File: src/rtl/ber_window_monitor.sv
// rtl/ber_window_monitor.sv - windowed bit-error-rate statistics over aligned 64-bit words
module ber_window_monitor #(
    parameter int WIN_W  = 32,
    parameter int ACC_W  = 40,
    parameter int SETTLE = 16
) (
    input  logic             clk,
    input  logic             reset,
    input  logic             i_start,
    input  logic             i_abort,
    input  logic [WIN_W-1:0] i_win_len,
    input  logic             i_aligned,
    input  logic [6:0]       i_err_cnt,
    output logic             o_busy,
    output logic             o_done,
    output logic             o_aborted,
    output logic [WIN_W-1:0] o_words_counted,
    output logic [ACC_W-1:0] o_bit_err_total,
    output logic [WIN_W-1:0] o_err_words,
    output logic [6:0]       o_max_burst,
    output logic [WIN_W-1:0] o_first_err_idx,
    output logic [7:0]       o_unlock_events,
    output logic             o_lock_lost
);

    localparam int SET_W = (SETTLE < 1) ? 1 : $clog2(SETTLE + 1);
    localparam logic [SET_W-1:0] SETTLE_V = SET_W'(SETTLE);

    typedef enum logic [1:0] {
        S_IDLE      = 2'd0,
        S_WAIT_LOCK = 2'd1,
        S_MEASURE   = 2'd2,
        S_DONE      = 2'd3
    } state_t;

    state_t             r_state;
    state_t             w_next;
    logic [WIN_W-1:0]   r_win_len;
    logic [SET_W-1:0]   r_settle;
    logic               r_prev_al;
    logic               r_busy;
    logic               r_done;
    logic               r_aborted;
    logic [WIN_W-1:0]   r_words;
    logic [ACC_W-1:0]   r_total;
    logic [WIN_W-1:0]   r_err_words;
    logic [6:0]         r_max;
    logic [WIN_W-1:0]   r_first;
    logic [7:0]         r_unl;
    logic               r_lost;

    logic               w_start_ok;
    logic               w_abort_ok;
    logic               w_word;
    logic               w_last_word;
    logic [WIN_W-1:0]   w_words_inc;
    logic [ACC_W:0]     w_sum;

    // abort always beats start; start is only honoured when no window is running
    assign w_start_ok  = i_start && !i_abort && (r_state == S_IDLE || r_state == S_DONE);
    assign w_abort_ok  = i_abort && (r_state == S_WAIT_LOCK || r_state == S_MEASURE);
    assign w_word      = (r_state == S_MEASURE) && i_aligned && !i_abort;
    assign w_words_inc = r_words + WIN_W'(1);
    assign w_last_word = w_word && (w_words_inc == r_win_len);
    assign w_sum       = {1'b0, r_total} + (ACC_W+1)'(i_err_cnt);

    // state register
    always_ff @(posedge clk) begin
        if (reset) r_state <= S_IDLE;
        else       r_state <= w_next;
    end

    // next-state logic: settle wait, word counting, abort
    always_comb begin
        w_next = r_state;
        case (r_state)
            S_IDLE, S_DONE: begin
                if (w_start_ok) w_next = (SETTLE == 0) ? S_MEASURE : S_WAIT_LOCK;
            end
            S_WAIT_LOCK: begin
                if (i_abort)                  w_next = S_IDLE;
                else if (r_settle == SETTLE_V) w_next = S_MEASURE;
            end
            S_MEASURE: begin
                if (i_abort)          w_next = S_IDLE;
                else if (w_last_word) w_next = S_DONE;
            end
            default: w_next = S_IDLE;
        endcase
    end

    // registered status flags derived from the upcoming state
    always_ff @(posedge clk) begin
        if (reset) begin
            r_busy <= 1'b0;
            r_done <= 1'b0;
        end else begin
            r_busy <= (w_next == S_WAIT_LOCK) || (w_next == S_MEASURE);
            r_done <= (w_next == S_DONE);
        end
    end

    // window statistics, settle counter and unlock detection
    always_ff @(posedge clk) begin
        if (reset) begin
            r_win_len   <= WIN_W'(1);
            r_settle    <= '0;
            r_prev_al   <= 1'b1;
            r_aborted   <= 1'b0;
            r_words     <= '0;
            r_total     <= '0;
            r_err_words <= '0;
            r_max       <= '0;
            r_first     <= '1;
            r_unl       <= '0;
            r_lost      <= 1'b0;
        end else if (w_start_ok) begin
            r_win_len   <= (i_win_len == '0) ? WIN_W'(1) : i_win_len;
            r_settle    <= '0;
            r_prev_al   <= 1'b1;
            r_aborted   <= 1'b0;
            r_words     <= '0;
            r_total     <= '0;
            r_err_words <= '0;
            r_max       <= '0;
            r_first     <= '1;
            r_unl       <= '0;
            r_lost      <= 1'b0;
        end else begin
            if (w_abort_ok) r_aborted <= 1'b1;

            if (r_state == S_WAIT_LOCK && !i_abort && r_settle != SETTLE_V)
                r_settle <= i_aligned ? r_settle + 1'b1 : '0;

            // previous-aligned sits at 1 outside MEASURE so entry starts clean
            if (r_state != S_MEASURE) begin
                r_prev_al <= 1'b1;
            end else if (!i_abort) begin
                r_prev_al <= i_aligned;
                if (r_prev_al && !i_aligned) begin
                    if (r_unl != 8'hFF) r_unl <= r_unl + 8'd1;
                    r_lost <= 1'b1;
                end
            end

            if (w_word) begin
                if (i_err_cnt != 7'd0 && r_first == '1) r_first <= r_words;
                r_words <= w_words_inc;
                r_total <= w_sum[ACC_W] ? '1 : w_sum[ACC_W-1:0];
                if (i_err_cnt != 7'd0) r_err_words <= r_err_words + WIN_W'(1);
                if (i_err_cnt > r_max) r_max <= i_err_cnt;
            end
        end
    end

    assign o_busy          = r_busy;
    assign o_done          = r_done;
    assign o_aborted       = r_aborted;
    assign o_words_counted = r_words;
    assign o_bit_err_total = r_total;
    assign o_err_words     = r_err_words;
    assign o_max_burst     = r_max;
    assign o_first_err_idx = r_first;
    assign o_unlock_events = r_unl;
    assign o_lock_lost     = r_lost;

endmodule

File: config.mk
export PLATFORM = sky130hd
export DESIGN_NAME = ber_window_monitor
export DESIGN_NICKNAME = d
export VERILOG_FILES = /design/src/rtl/ber_window_monitor.sv
export SDC_FILE = /design/constraint.sdc
export NUM_CORES = 1
export LEC_CHECK = 0
export BUFFER_PORTS_ARGS = -buffer_cell sky130_fd_sc_hd__buf_4
export CAP_MARGIN = 20
export CORE_ASPECT_RATIO = 0.7
export CORE_MARGIN = 5
export CORE_UTILIZATION = 35
export CTS_BUF_LIST = sky130_fd_sc_hd__clkbuf_4 sky130_fd_sc_hd__clkbuf_8
export DETAILED_ROUTE_END_ITERATION = 12
export PLACE_DENSITY = 0.65
export SYNTH_ARGS = -nofsm -noshare
export SYNTH_HDL_FRONTEND = slang
export SYNTH_SLANG_ARGS = --single-unit
File: constraint.sdc
create_clock -name clk -period 3 [get_ports clk]
set_input_delay 0.3 -clock clk [delete_from_list [all_inputs] [get_ports clk]]
set_output_delay 0.3 -clock clk [all_outputs]
set_load 0.01 [all_outputs]
### Word-level counts from Yosys, hierarchy flattened

Cells that the tools add are included.
Widths: inputs -> output; s select.

| word-level totals | value |
|---|---|
| register bits | 195 |
| bits in latches | 0 |
| memory bits (writable) | 0 |
| memory bits (read-only) | 0 |
| output and inout port bits | 155 |
| word-level logic and storage cells | 69 |
| memories kept | 0 |

| operators by class | value |
|---|---|
| add/sub/neg operators | 5 |
| multipliers | 0 |
| div/mod/pow operators | 0 |
| order comparisons | 1 |
| equality and inequality tests | 12 |
| shift operators | 0 |
| mux-type cells | 9 |
| bitwise gates (word level) | 2 |
| reduce and logical (&&, ||, !) cells | 26 |

Operators with widths:

| kind | count |
|---|---|
| $add 32x1->32 const B | 2 |
| $add 40x7->41 | 1 |
| $mux 40 | 1 |
| $eq 32x32->1 | 1 |
| $eq 32x32->1 const B | 1 |
| $logic_not 32->1 | 1 |
| $mux 32 | 1 |
| $logic_and 1x1->1 | 10 |
| $mux 2 | 5 |
| $add 8x1->8 const B | 1 |
| $eq 2x2->1 const B | 4 |
| $ne 8x8->1 const B | 1 |
| $gt 7x7->1 | 1 |
| $reduce_bool 7->1 | 1 |
| $pmux 2 s3 | 1 |
| $reduce_and 2->1 | 3 |
| $add 5x1->5 const B | 1 |
| $eq 5x5->1 const B | 1 |
| $mux 5 | 1 |
| $ne 5x5->1 const B | 1 |
| $eq 2x1->1 const B | 2 |
| $reduce_and 4->1 | 1 |
| $reduce_or 2->1 | 2 |
| $logic_or 1x1->1 | 3 |
| other kinds (6) | 8 |

### Longest topological paths before layout

Gate-level depths: netlist of run 1.

| logic depth | value |
|---|---|
| depth after elaboration | 9 |
| gate-level depth with buffers | 12 |
| gate-level depth less buffers | 11 |

### Worst setup path before layout of run 1

OpenSTA, ideal clock, no wires.

| timing | value |
|---|---|
| path type | reg2reg |
| start point | register r_words[0], in the netlist o_words_counted[0] |
| end point | register r_busy, in the netlist o_busy |
| setup time | 0.127 ns |
| data arrival time | 2.687 ns |
| slack | 0.186 ns |
| stages on the path, launching flop included | 11 |
| buffers on the path | 0 |
| clock period less this slack | 2.814 ns |
| path through | dfxtp_1 -> ha_1 -> nand3_1 -> or3_1 -> or4_1 -> a211o_1 -> a21oi_2 -> nand4_2 -> nand2_1 -> ha_1 -> nor2b_1 |

| between the ends | value |
|---|---|
| longest elaborated chain between the ends | 8 |
| elaborated cells on any way between the ends | 9 |
| those cells by class | add/sub (1); eq/ne (3); mux (3); reduce/logical (2) |

RTL lines:

| item | line | text |
|---|---|---|
| start, declared | 44 | `logic [WIN_W-1:0] r_words;` |
| start signal, assigned | 148 | `r_words <= w_words_inc;` |
| $add 32x1->32 (*) | 63 | `assign w_words_inc = r_words + WIN_W'(1);` |
| $eq 32x32->1 (*) | 64 | `assign w_last_word = w_word && (w_words_inc == r_win_len);` |
| $logic_and 1x1->1 (*) | 64 |  |
| $mux 2 (*) | 86 | `else if (w_last_word) w_next = S_DONE;` |
| $mux 2 (*) | 85 | `if (i_abort) w_next = S_IDLE;` |
| $pmux 2 s3 (*) | 76 | `case (r_state)` |
| net w_next[0] | 37 | `state_t w_next;` |
| $eq 2x1->1 / $eq 2x2->1 (equally long branches) | 98 | `r_busy <= (w_next == S_WAIT_LOCK) \|\| (w_next == S_MEASURE);` |
| $logic_or 1x1->1 (*) | 98 |  |
| end signal, assigned | 98 |  |
| end, declared | 41 | `logic r_busy;` |

Mark *: on every way through the listed nets, which the timed path passes. The rest lies on a longest branch.
A chain may end at the register's enable or synchronous reset.

### Worst setup path after layout of run 1

| timing | value |
|---|---|
| start point | register r_words[10], in the netlist o_words_counted[10] |
| end point | register r_busy, in the netlist o_busy |

Same word-level chain as after synthesis.

==> summary.txt, run 1 <==
Final layout
  – Layout cells sized above 1: 0.227
  – # fillers: 2,697
  – Ant. Diodes: 0
  – Layout net count: 1,441
  – Final Util: 0.453
  – Area grow syn2layout: 26.8%
  – Non-Filler Instances: 1,751

Placed design
  – Dpl hpwl: 23.5 mm
  – Routability cong.: 0.950
  – Placed Cells incl. Taps: 1,716
  – IO Port Bufs: 198

Logic synthesis
  – Synth warn: 0
  – Compound-Gate Fraction of Synth Area: 0.127
  – Post-Synth Adder-Cell Area: 0.0307
  – Mapped Cells: 1,158
  – Simple-Gate Fraction of Synth Area: 0.262
  – Mean post-synth cell area: 8.29 sq um
  – Unique masters post-synth: 69
  – Mux cell area share after synthesis: 0.0125
  – EDFF count, synth: 0
  – Sequential area share after synthesis: 0.407
  – Asr flop ratio synth: 0
  – Mapped Nets: 1,225
  – Synth Area in XOR/XNOR: 0.122
  – Main combinational cell family by area after synthesis: simple AND/OR/NAND/NOR gates
  – Top_reg_cell synth: dfxtp_1
  – Seq cells post-synth: 195
  – Synthesized cell area: 0.00960 sq mm

CTS
  – Root buffer cell: clkbuf_8
  – Clock sinks: 195
  – H-tree levels: 4
  – TritonCTS clock tree: built
  – Clock transition at the registers of the reported paths: 110 ps
  – Clock Latency Late Sink: 510 ps
  – CTS buffer count: 17
  – Clock Tree Buf Depth: 2

Timing
  – Setup tns final: 0 ps
  – FMAX: 356 MHz
  – Worst rel slew slack: 0.448
  – Max Slew Vio Count: 0
  – Hold Vio Cnt, Final: 0
  – Tightest Pin Transition: 828 ps
  – Max Clock Skew: 18.1 ps
  – Min Tclk post-route: 2810 ps
  – Post-route clock period utilization: 0.938
  – Final Setup Violations: 0
  – RSZ-0062 raised after global routing: no

Worst setup path
  – Critical path required time: 3390 ps
  – CP Cell Sequence: nand4_1 -> or2_1 -> or4_1 -> a211o_1 -> a21oi_2 -> nand4_2 -> nand2_1 -> ha_1 -> nor2b_1
  – Slowest-stage cell, CP: or4_1
  – Worst setup EP type: flop
  – Slowest cell delay on critical path: 490 ps
  – Crit Path Max Fanout: 5
  – CP arrival: 3200 ps
  – CP Buf/Inv Count: 0
  – Delay-heaviest family, CP: simple AND/OR/NAND/NOR gates
  – CP Launch Type: flop
  – Crit Path Category: flop to flop
  – Worst R2R Setup Slack: 190 ps

Run status
  – Status: finished clean

Global route
  – Pin count of the biggest net entering global routing: 69
  – Vias in the first global route: 8,430
  – Grt ovf: 0
  – Global-route wire length before repair: 48.2 mm
  – Initial antenna violation count: 0
  – GRT Total Usage: 0.193

Floorplan
  – Width of the die: 208 um
  – Die Area: 0.0309 sq mm
  – Die H: 149 um
  – Row count: 50
  – I/O pins: 199
  – CORE AREA: 0.0269 sq mm
  – Starting Density: 0.357

Routing
  – Via density: 5.19
  – Initial DRT Pass Iterations: 5
  – Per-cell routed wire length: 17.4 um
  – Drt total wl: 30.4 mm
  – Number of DRC markers in iteration 0: 639
  – Vias: 9,092
  – DRC errors left: 0
  – ANT nets after route: 0

Power
  – VDD IR-drop max: 278 uV
  – Final Total Pwr: 4.66 mW
  – Leakage: 4.68 nW
  – PwrDens: 382 mW/mm^2

Worst hold path
  – HP Class: input pin to flop

Flow run
  – Reported max-cap violation count: 0
through the flow:
| stage | hold slack, ps | setup slack, ps | instance area [sq um] |
|---|---|---|---|
| floorplan | 436 | 186 | 9600 |
| global placement | 456 | 245 | 11800 |
| finish | 55.3 | 187 | 12200 |
| detailed placement | 465 | 99.9 | 11800 |
| CTS | 0.767 | 107 | 12200 |
| global route | 4.97 | 9.87 | 12200 |
state kept, by name, summed over array words and instances, names as in the netlist:
register	count
o_bit_err_total	40
o_err_words	32
o_first_err_idx	32
o_words_counted	32
r_win_len	32
o_unlock_events	8
o_max_burst	7
r_settle	5
r_state	2
o_aborted	1
o_busy	1
o_done	1
o_lock_lost	1
r_prev_al	1
cells in the mapped netlist, types with 3 or more instances:
| cell | instances | share of area |
|---|---|---|
| and4_1 | 11 | 0.010 |
| clkbuf_1 | 47 | 0.018 |
| nand4_2 | 3 | 0.0039 |
| and3_1 | 21 | 0.014 |
| nor3_1 | 27 | 0.014 |
| nand2b_1 | 6 | 0.0039 |
| a21oi_1 | 84 | 0.044 |
| a211oi_1 | 7 | 0.0055 |
| buf_2 | 11 | 0.0057 |
| and3b_1 | 3 | 0.0027 |
| a2111oi_0 | 5 | 0.0046 |
| nand2_1 | 161 | 0.063 |
| or4_1 | 3 | 0.0023 |
| o21ai_0 | 53 | 0.028 |
| xnor2_1 | 82 | 0.075 |
| o221a_2 | 3 | 0.0035 |
| xor2_1 | 52 | 0.047 |
| nand3b_1 | 6 | 0.0047 |
| nor2_1 | 107 | 0.042 |
| nor4bb_1 | 4 | 0.0042 |
| nor4_1 | 26 | 0.017 |
| o21a_1 | 4 | 0.0031 |
| a21o_1 | 4 | 0.0031 |
| and2_1 | 6 | 0.0039 |
| nand3_1 | 38 | 0.020 |
| buf_1 | 4 | 0.0016 |
| or3_1 | 14 | 0.0091 |
| ha_1 | 22 | 0.029 |
| nor4_2 | 3 | 0.0039 |
| mux2i_1 | 12 | 0.013 |
| o311ai_0 | 3 | 0.0027 |
| nor2b_1 | 9 | 0.0059 |
| a31oi_1 | 9 | 0.0059 |
| dfxtp_1 | 195 | 0.41 |
| o311a_1 | 3 | 0.0031 |
| inv_1 | 31 | 0.012 |
| nand4_1 | 40 | 0.026 |
per-layer routing:
layer	share of wire	global-route usage
met4	0.013	0.0440
met3	0.087	0.0622
met1	0.52	0.301
met5	0	0
met2	0.38	0.251
path summary, 6_finish.rpt:
check,startpoint,to,cells past startpoint
max,o_words_counted[10]$_SDFFE_PP0P_,o_busy$_SDFF_PP0_,9
min,i_win_len[30],r_win_len[30]$_SDFFE_PP0P_,3
max reg2reg,o_words_counted[10]$_SDFFE_PP0P_,o_busy$_SDFF_PP0_,9
min reg2reg,r_win_len[20]$_SDFFE_PP0P_,r_win_len[20]$_SDFFE_PP0P_,2
worst reg2reg max path, cell delays in order (launching register included):
cell     delay, ps
dfxtp_1        460
nand4_1        280
or2_1          370
or4_1          490
a211o_1        310
a21oi_2        160
nand4_2        160
nand2_1        110
ha_1           220
nor2b_1        120
placed cells by master (no fill, tap or decap), drive strengths merged, types with 3 or more instances in the layout:
cell type / instances
a21oi: 85
o21ai: 54
clkinvlp: 3
a2111oi: 8
o311a: 3
and2: 6
xnor2: 82
nand2b: 6
clkbuf: 19
a211oi: 7
and3: 21
nand3b: 6
clkinv: 4
buf: 259
a21o: 4
or4: 4
or3: 14
inv: 36
mux2i: 12
nor2b: 9
nand2: 161
o221a: 3
nor4bb: 4
nand4: 44
ha: 22
dfxtp: 195
a31oi: 9
o311ai: 3
nand3: 38
or2: 3
and3b: 3
o21a: 4
nor4: 30
nor2: 107
xor2: 52
and4: 11
nor3: 29
area by class of cell:
class | count | area, sq um | share of cell area
Clock buffer | 19 | 255 | 0.0210
Timing Repair Buffer | 261 | 1980 | 0.162
Multi-Input combinational cell | 868 | 5340 | 0.439
Tap cell | 364 | 455 | 0.0374
Clock inverter | 13 | 125 | 0.0103
Inverter | 31 | 116 | 0.00956
Sequential cell | 195 | 3900 | 0.321
repair_timing:
item,4_1_cts,5_1_grt
setup endpoints to repair,0,36
hold buffers,2,0
gates resized for setup,0,3
endpoints found under the hold margin,2,0
setup buffers,0,1
logic make-up after synthesis:
kind of cell	after synthesis
XOR/XNOR	134
adder cells (fa/ha/maj)	23
multiplexers	12
flip-flops	195
AO/OA/AOI/OAI	200
AND/OR/NAND/NOR	499
buffers and inverters	95
where the power goes:
part	switching (mW)	internal, mW
sequential	0.0276	2.61
clock	1.02	0.703
combinational	0.175	0.120
Note: power is estimated with default switching activity, not from simulation.
==> run 2, diff against run 1 <==
Settings changed: BUFFER_PORTS_ARGS -buffer_cell sky130_fd_sc_hd__buf_4 to default, DONT_BUFFER_PORTS from default to 1, PLACE_DENSITY 0.65 to 0.59.
==> summary.txt, run 2 (same netlist as run 1, synthesis figures left out) <==
Final layout
  – Max reg flops: 40 (unchanged)
  – Non-Filler Instances: 1,604 (-8.4%)
  – Layout net count: 1,294 (-10%)
  – Most frequent cells in the layout: 194 x dfxtp_1, 161 x nand2_1, 106 x nor2_1, 84 x a21oi_1, 82 x xnor2_1
  – Final Util: 0.417 (-0.0353)
  – # fillers: 2,720 (+0.85%)
  – Ant. Diodes: 0 (unchanged)
  – Register area: 0.00391 sq mm (about the same)
  – Most common cell after layout, fill and taps aside: dfxtp_1
  – Layout cells sized above 1: 0.104 (-0.123)
  – Area grow syn2layout: 16.9%
  – Multi-input logic area: 0.00535 sq mm (+0.26%)

Worst setup path
  – Worst R2R Setup Slack: 170 ps (-20 ps)
  – Critical path required time: 3390 ps (about the same)
  – Reg2reg start: o_words_counted[5]$_SDFFE_PP0P_
  – Slowest-stage cell, CP: or4_4
  – CP Buf/Inv Count: 0 (unchanged)
  – FF-to-FF End: o_busy$_SDFF_PP0_
  – CP Launch Type: flop
  – Crit Path Category: flop to flop
  – Worst setup EP type: flop
  – Crit Path Max Fanout: 13 (+8)
  – CP arrival: 3220 ps (+20 ps)
  – Slowest cell delay on critical path: 670 ps (+180 ps)
  – R2R cell count: 9 (unchanged)
  – Delay-heaviest family, CP: simple AND/OR/NAND/NOR gates
  – CP Cell Sequence: nand4_4 -> or4_4 -> o311a_1 -> a311o_1 -> a21oi_2 -> nand4_2 -> nand2_1 -> ha_1 -> nor2b_1

Worst hold path
  – Hold Startpoint: i_abort
  – Hold path depth: 3 (unchanged)
  – WHS Endpoint: r_win_len[8]$_SDFFE_PP0P_
  – HP Class: input pin to flop

Routing
  – Number of DRC markers in iteration 0: 619 (-3.1%)
  – M1 WL: 15.7 mm (-1.1%)
  – Vias: 8,639 (-5.0%)
  – Max Used Layer: met4
  – Per-cell routed wire length: 19.3 um (+11%)
  – Met2 WL: 12.1 mm (+5.2%)
  – DRC errors left: 0 (unchanged)
  – Drt total wl: 31.0 mm (+2.0%)
  – DR WL met3: 2.96 mm (+12%)
  – ANT nets after route: 0 (unchanged)
  – Initial DRT Pass Iterations: 5 (unchanged)
  – Via density: 5.39 (+3.7%)

Timing
  – Max Slew Vio Count: 0 (unchanged)
  – Min Tclk post-route: 2830 ps (+16.4 ps)
  – Tightest Pin Transition: 986 ps (+157 ps)
  – Setup tns final: 0 ps (unchanged)
  – Min Hold Slack: 58.6 ps (+3.33 ps)
  – Hold Vio Cnt, Final: 0 (unchanged)
  – Max Clock Skew: 16.0 ps (-2.07 ps)
  – Post-route clock period utilization: 0.943 (+0.00545)
  – Worst rel slew slack: 0.343 (-0.105)
  – Final Setup Violations: 0 (unchanged)
  – RSZ-0062 raised after global routing: yes
  – FMAX: 353 MHz (-0.58%)

Floorplan
  – I/O pins: 199 (unchanged)
  – CORE AREA: 0.0269 sq mm (unchanged)
  – Width of the die: 208 um (unchanged)
  – Starting Density: 0.357 (unchanged)
  – Row count: 50 (unchanged)
  – Die H: 149 um (unchanged)
  – Die Area: 0.0309 sq mm (unchanged)

Global route
  – Initial antenna violation count: 0 (unchanged)
  – GRT Total Usage: 0.197 (+0.00432)
  – Pin count of the biggest net entering global routing: 50 (-28%)
  – Grt ovf: 0 (unchanged)
  – Global-route wire length before repair: 48.2 mm (about the same)
  – Vias in the first global route: 7,983 (-5.3%)

Power
  – Seq pwr share: 0.570 (+0.003)
  – Switch Pwr: 1.18 mW (-3.8%)
  – PwrDens: 413 mW/mm^2 (+7.9%)
  – P_int: 3.46 mW (+0.65%)
  – VDD IR-drop max: 255 uV (-8.2%)
  – Comb power frac: 0.061 (-0.002)
  – Switching part of the total: 0.254 (-0.00870)
  – Final Total Pwr: 4.63 mW (-0.52%)
  – Clock power frac: 0.369 (about the same)
  – Leakage: 3.94 nW (-16%)

CTS
  – TritonCTS clock tree: built
  – H-tree levels: 4 (unchanged)
  – Clock Latency Late Sink: 510 ps (about the same)
  – Clock transition at the registers of the reported paths: 100 ps (about the same)
  – Clock Tree Buf Depth: 2 (unchanged)
  – CTS buffer count: 17 (unchanged)
  – Root buffer cell: clkbuf_8
  – Clock sinks: 195 (unchanged)

Placed design
  – IO Port Bufs: 0 (-100%)
  – Placed Cells incl. Taps: 1,529 (-11%)
  – Dpl hpwl: 23.0 mm (-2.0%)
  – Routability cong.: 0.954 (+0.41%)

Flow run
  – Reported max-cap violation count: 0 (unchanged)

Run status
  – Status: finished clean
==> run 2: power by group through the flow <==
stage	clock (mW)	combinational (mW)	sequential (mW)
6_report	1.71	0.284	2.64
5_1_grt	1.87	0.312	2.64
4_1_cts	1.76	0.283	2.64
3_5_place_dp	0	0.222	2.70
3_3_place_gp	0	0.219	2.70
2_1_floorplan	0	0.174	2.69
==> run 2: worst register-to-register path, stage by stage (launching register included) <==
cell and delay, ps:
dfxtp_1 380, nand4_4 210, or4_4 670, o311a_1 360, a311o_1 330, a21oi_2 150, nand4_2 170, nand2_1 110
ha_1 220, nor2b_1 120
==> run 2: worst max path at each step <==
stage,startpoint,end,slack (ps),depth (start not counted)
final,o_words_counted[5]$_SDFFE_PP0P_,o_busy$_SDFF_PP0_,170,9
after CTS,o_bit_err_total[0]$_SDFFE_PP0P_,o_bit_err_total[36]$_SDFFE_PP0P_,90,11
after global routing,o_bit_err_total[0]$_SDFFE_PP0P_,o_bit_err_total[34]$_SDFFE_PP0P_,-30,11
after detailed placement,o_bit_err_total[0]$_SDFFE_PP0P_,o_bit_err_total[36]$_SDFFE_PP0P_,120,11
after global placement,o_words_counted[0]$_SDFFE_PP0P_,o_busy$_SDFF_PP0_,230,11
after floorplan,o_words_counted[0]$_SDFFE_PP0P_,o_busy$_SDFF_PP0_,190,10
==> run 2: final cells by class <==
cell class,count,area share
clock buffers,21,0.0246
clock inverters,11,0.00936
inverters,31,0.0104
multi-input cells,868,0.477
flip-flops and latches,195,0.348
well taps,364,0.0406
repair buffers,114,0.0901
==> run 2: through the flow <==
stage | instance area, sq um | setup WS, ps
5_1_grt | 11200 | -33.1
3_3_place_gp | 10400 | 233
3_5_place_dp | 10400 | 120
6_report | 11200 | 171
2_1_floorplan | 9600 | 186
4_1_cts | 11200 | 89.1
==> run 2: repair_timing <==
action / in CTS / in global routing
hold endpoints to repair: 45 / 0
hold buffers: 43 / 0
resized for setup: 0 / 6
buffers inserted: 0 / 0
endpoints found under the setup margin: 0 / 26
==> run 2: metal layers <==
layer	vias up	GRT usage
li1	4197	-
met1	4149	0.302
met4	0	0.0443
met3	22	0.0727
met2	271	0.258
met5	-	0
==> run 3, diff against run 2 <==
Settings changed: CTS_BUF_LIST sky130_fd_sc_hd__clkbuf_4 sky130_fd_sc_hd__clkbuf_8 to default.
Clock period 3 ns to 3.5 ns, I/O delays scaled along.
==> summary.txt, run 3 (same netlist as run 1, synthesis figures left out) <==
Run status
  – Status: finished clean

CTS
  – Clock Latency Late Sink: 450 ps (-60 ps)
  – Hold Buf Count CTS: 2 (-95%)
  – Post-CTS Setup Bufs: 0 (unchanged)
  – TritonCTS clock tree: built
  – Clock Tree Buf Depth: 2 (unchanged)
  – H-tree levels: 4 (unchanged)
  – Clock sinks: 195 (unchanged)
  – CTS resizes: 0 (unchanged)
  – Root buffer cell: clkbuf_16
  – CTS buffer count: 17 (unchanged)
  – Clock transition at the registers of the reported paths: 70 ps (-30 ps)

Worst setup path
  – CP arrival: 3530 ps (+310 ps)
  – Worst setup EP type: flop
  – Crit path top cell by count: ha_1
  – Slowest cell delay on critical path: 540 ps (-130 ps)
  – CP Buf/Inv Count: 0 (unchanged)
  – Critical path required time: 3840 ps (+450 ps)
  – CP Launch Type: flop
  – Worst R2R Setup Slack: 310 ps (+140 ps)
  – Slowest-stage cell, CP: dfxtp_1
  – CP Cell Sequence: ha_1 -> nand3_1 -> or3_1 -> or4_1 -> a211o_1 -> a21oi_2 -> nand4_2 -> nand2_1 -> ha_1 -> nor2b_1
  – Crit Path Max Fanout: 7 (-6)
  – Delay-heaviest family, CP: simple AND/OR/NAND/NOR gates
  – Crit Path Category: flop to flop

Routing
  – ANT nets after route: 0 (unchanged)
  – Per-cell routed wire length: 18.8 um (-2.7%)
  – Drt total wl: 28.9 mm (-6.9%)
  – DRC errors left: 0 (unchanged)
  – Vias: 8,275 (-4.2%)
  – Via density: 5.39 (+0.16%)
  – Number of DRC markers in iteration 0: 572 (-7.6%)
  – Initial DRT Pass Iterations: 6 (+1)

Timing
  – FMAX: 313 MHz (-11%)
  – Max Slew Vio Count: 0 (unchanged)
  – Min Tclk post-route: 3190 ps (+364 ps)
  – Max Clock Skew: 9.09 ps (-6.96 ps)
  – Worst rel slew slack: 0.396 (+0.0533)
  – Tightest Pin Transition: 906 ps (-80.0 ps)
  – Hold Vio Cnt, Final: 0 (unchanged)
  – Min Hold Slack: 33.2 ps (-25.4 ps)
  – Setup ws final: 307 ps (+136 ps)
  – Post-route clock period utilization: 0.912 (-0.0306)
  – RSZ-0062 raised after global routing: no
  – Final Setup Violations: 0 (unchanged)
  – Setup tns final: 0 ps (unchanged)

Final layout
  – Cell area after layout: 0.0108 sq mm (-4.0%)
  – Final Util: 0.400 (-0.0168)
  – Layout cells sized above 1: 0.0829 (-0.0211)
  – Non-Filler Instances: 1,534 (-4.4%)
  – Area grow syn2layout: 12.2%
  – Most frequent cells in the layout: 195 x dfxtp_1, 161 x nand2_1, 106 x nor2_1, 84 x a21oi_1, 82 x xnor2_1
  – Layout net count: 1,224 (-5.4%)
  – Most common cell after layout, fill and taps aside: dfxtp_1
  – Max reg flops: 40 (unchanged)
  – Ant. Diodes: 0 (unchanged)

Global route
  – Initial antenna violation count: 0 (unchanged)
  – GRT Total Usage: 0.184 (-0.0131)
  – Global-route wire length before repair: 45.1 mm (-6.3%)
  – Vias in the first global route: 7,619 (-4.6%)
  – Pin count of the biggest net entering global routing: 52 (+4.0%)
  – Grt ovf: 0 (unchanged)

Power
  – Final Total Pwr: 4.45 mW (-3.9%)
  – PwrDens: 413 mW/mm^2 (+0.17%)
  – VDD IR-drop max: 278 uV (+8.7%)
  – Leakage: 3.68 nW (-6.7%)

Placed design
  – Dpl ws: 321 ps (+200 ps)
  – Cell Area, Placed: 0.0101 sq mm (-2.3%)
  – Dpl hpwl: 22.0 mm (-4.3%)
  – Routability cong.: 0.891 (-6.5%)
  – Placed Cells incl. Taps: 1,500 (-1.9%)
  – IO Port Bufs: 0 (unchanged)

Floorplan
  – Width of the die: 208 um (unchanged)
  – Starting Density: 0.357 (unchanged)
  – CORE AREA: 0.0269 sq mm (unchanged)
  – Die H: 149 um (unchanged)
  – Die Area: 0.0309 sq mm (unchanged)
  – Row count: 50 (unchanged)
  – I/O pins: 199 (unchanged)

Flow run
  – Reported max-cap violation count: 0 (unchanged)

Worst hold path
  – HP Class: input pin to flop
[run 3: cell types whose count changed in the layout (fill, tap and decap cells not counted), moves of 2 or more]
cell           delta
a2111oi_1         -3
clkbuf_16        +17
a2111oi_0         +3
clkbuf_8         -18
inv_6             +2
clkbuf_4          -2
dlygate4sd3_1    -41
inv_8             +2
clkbuf_1          +2
buf_4            -27
clkinv_2          -2
buf_12            -2
clkinv_4          -3
[run 3: per-layer routing]
metal / global-route usage / vias to the layer above / routed length [um]
met4: 0.0604 / 0 / 569
met5: 0 / - / 0
li1: - / 4075 / -
met1: 0.273 / 3912 / 14500
met2: 0.240 / 253 / 11100
met3: 0.0719 / 35 / 2770
[run 3: area by class of cell]
type | instances | area [sq um]
Multi-Input combinational cell | 868 | 5340
Tap cell | 364 | 455
Clock buffer | 20 | 447
Inverter | 31 | 116
Timing Repair Buffer | 44 | 358
Fill cell | 2741 | 16100
Clock inverter | 12 | 146
Sequential cell | 195 | 3900
[run 3: power by group]
part / internal, mW / switching [mW] / total [mW]
Sequential: 2.24 / 0.0238 / 2.26
Clock: 1.09 / 0.906 / 2.00
Combinational: 0.0725 / 0.123 / 0.195
Total: 3.40 / 1.05 / 4.45
[run 3: worst paths after layout]
| path | from | end | cells past startpoint |
|---|---|---|---|
| setup / recovery | o_words_counted[1]$_SDFFE_PP0P_ | o_busy$_SDFF_PP0_ | 10 |
| hold / removal | i_win_len[30] | r_win_len[30]$_SDFFE_PP0P_ | 2 |
| setup reg to reg | o_words_counted[1]$_SDFFE_PP0P_ | o_busy$_SDFF_PP0_ | 10 |
| hold reg to reg | r_win_len[27]$_SDFFE_PP0P_ | r_win_len[27]$_SDFFE_PP0P_ | 2 |
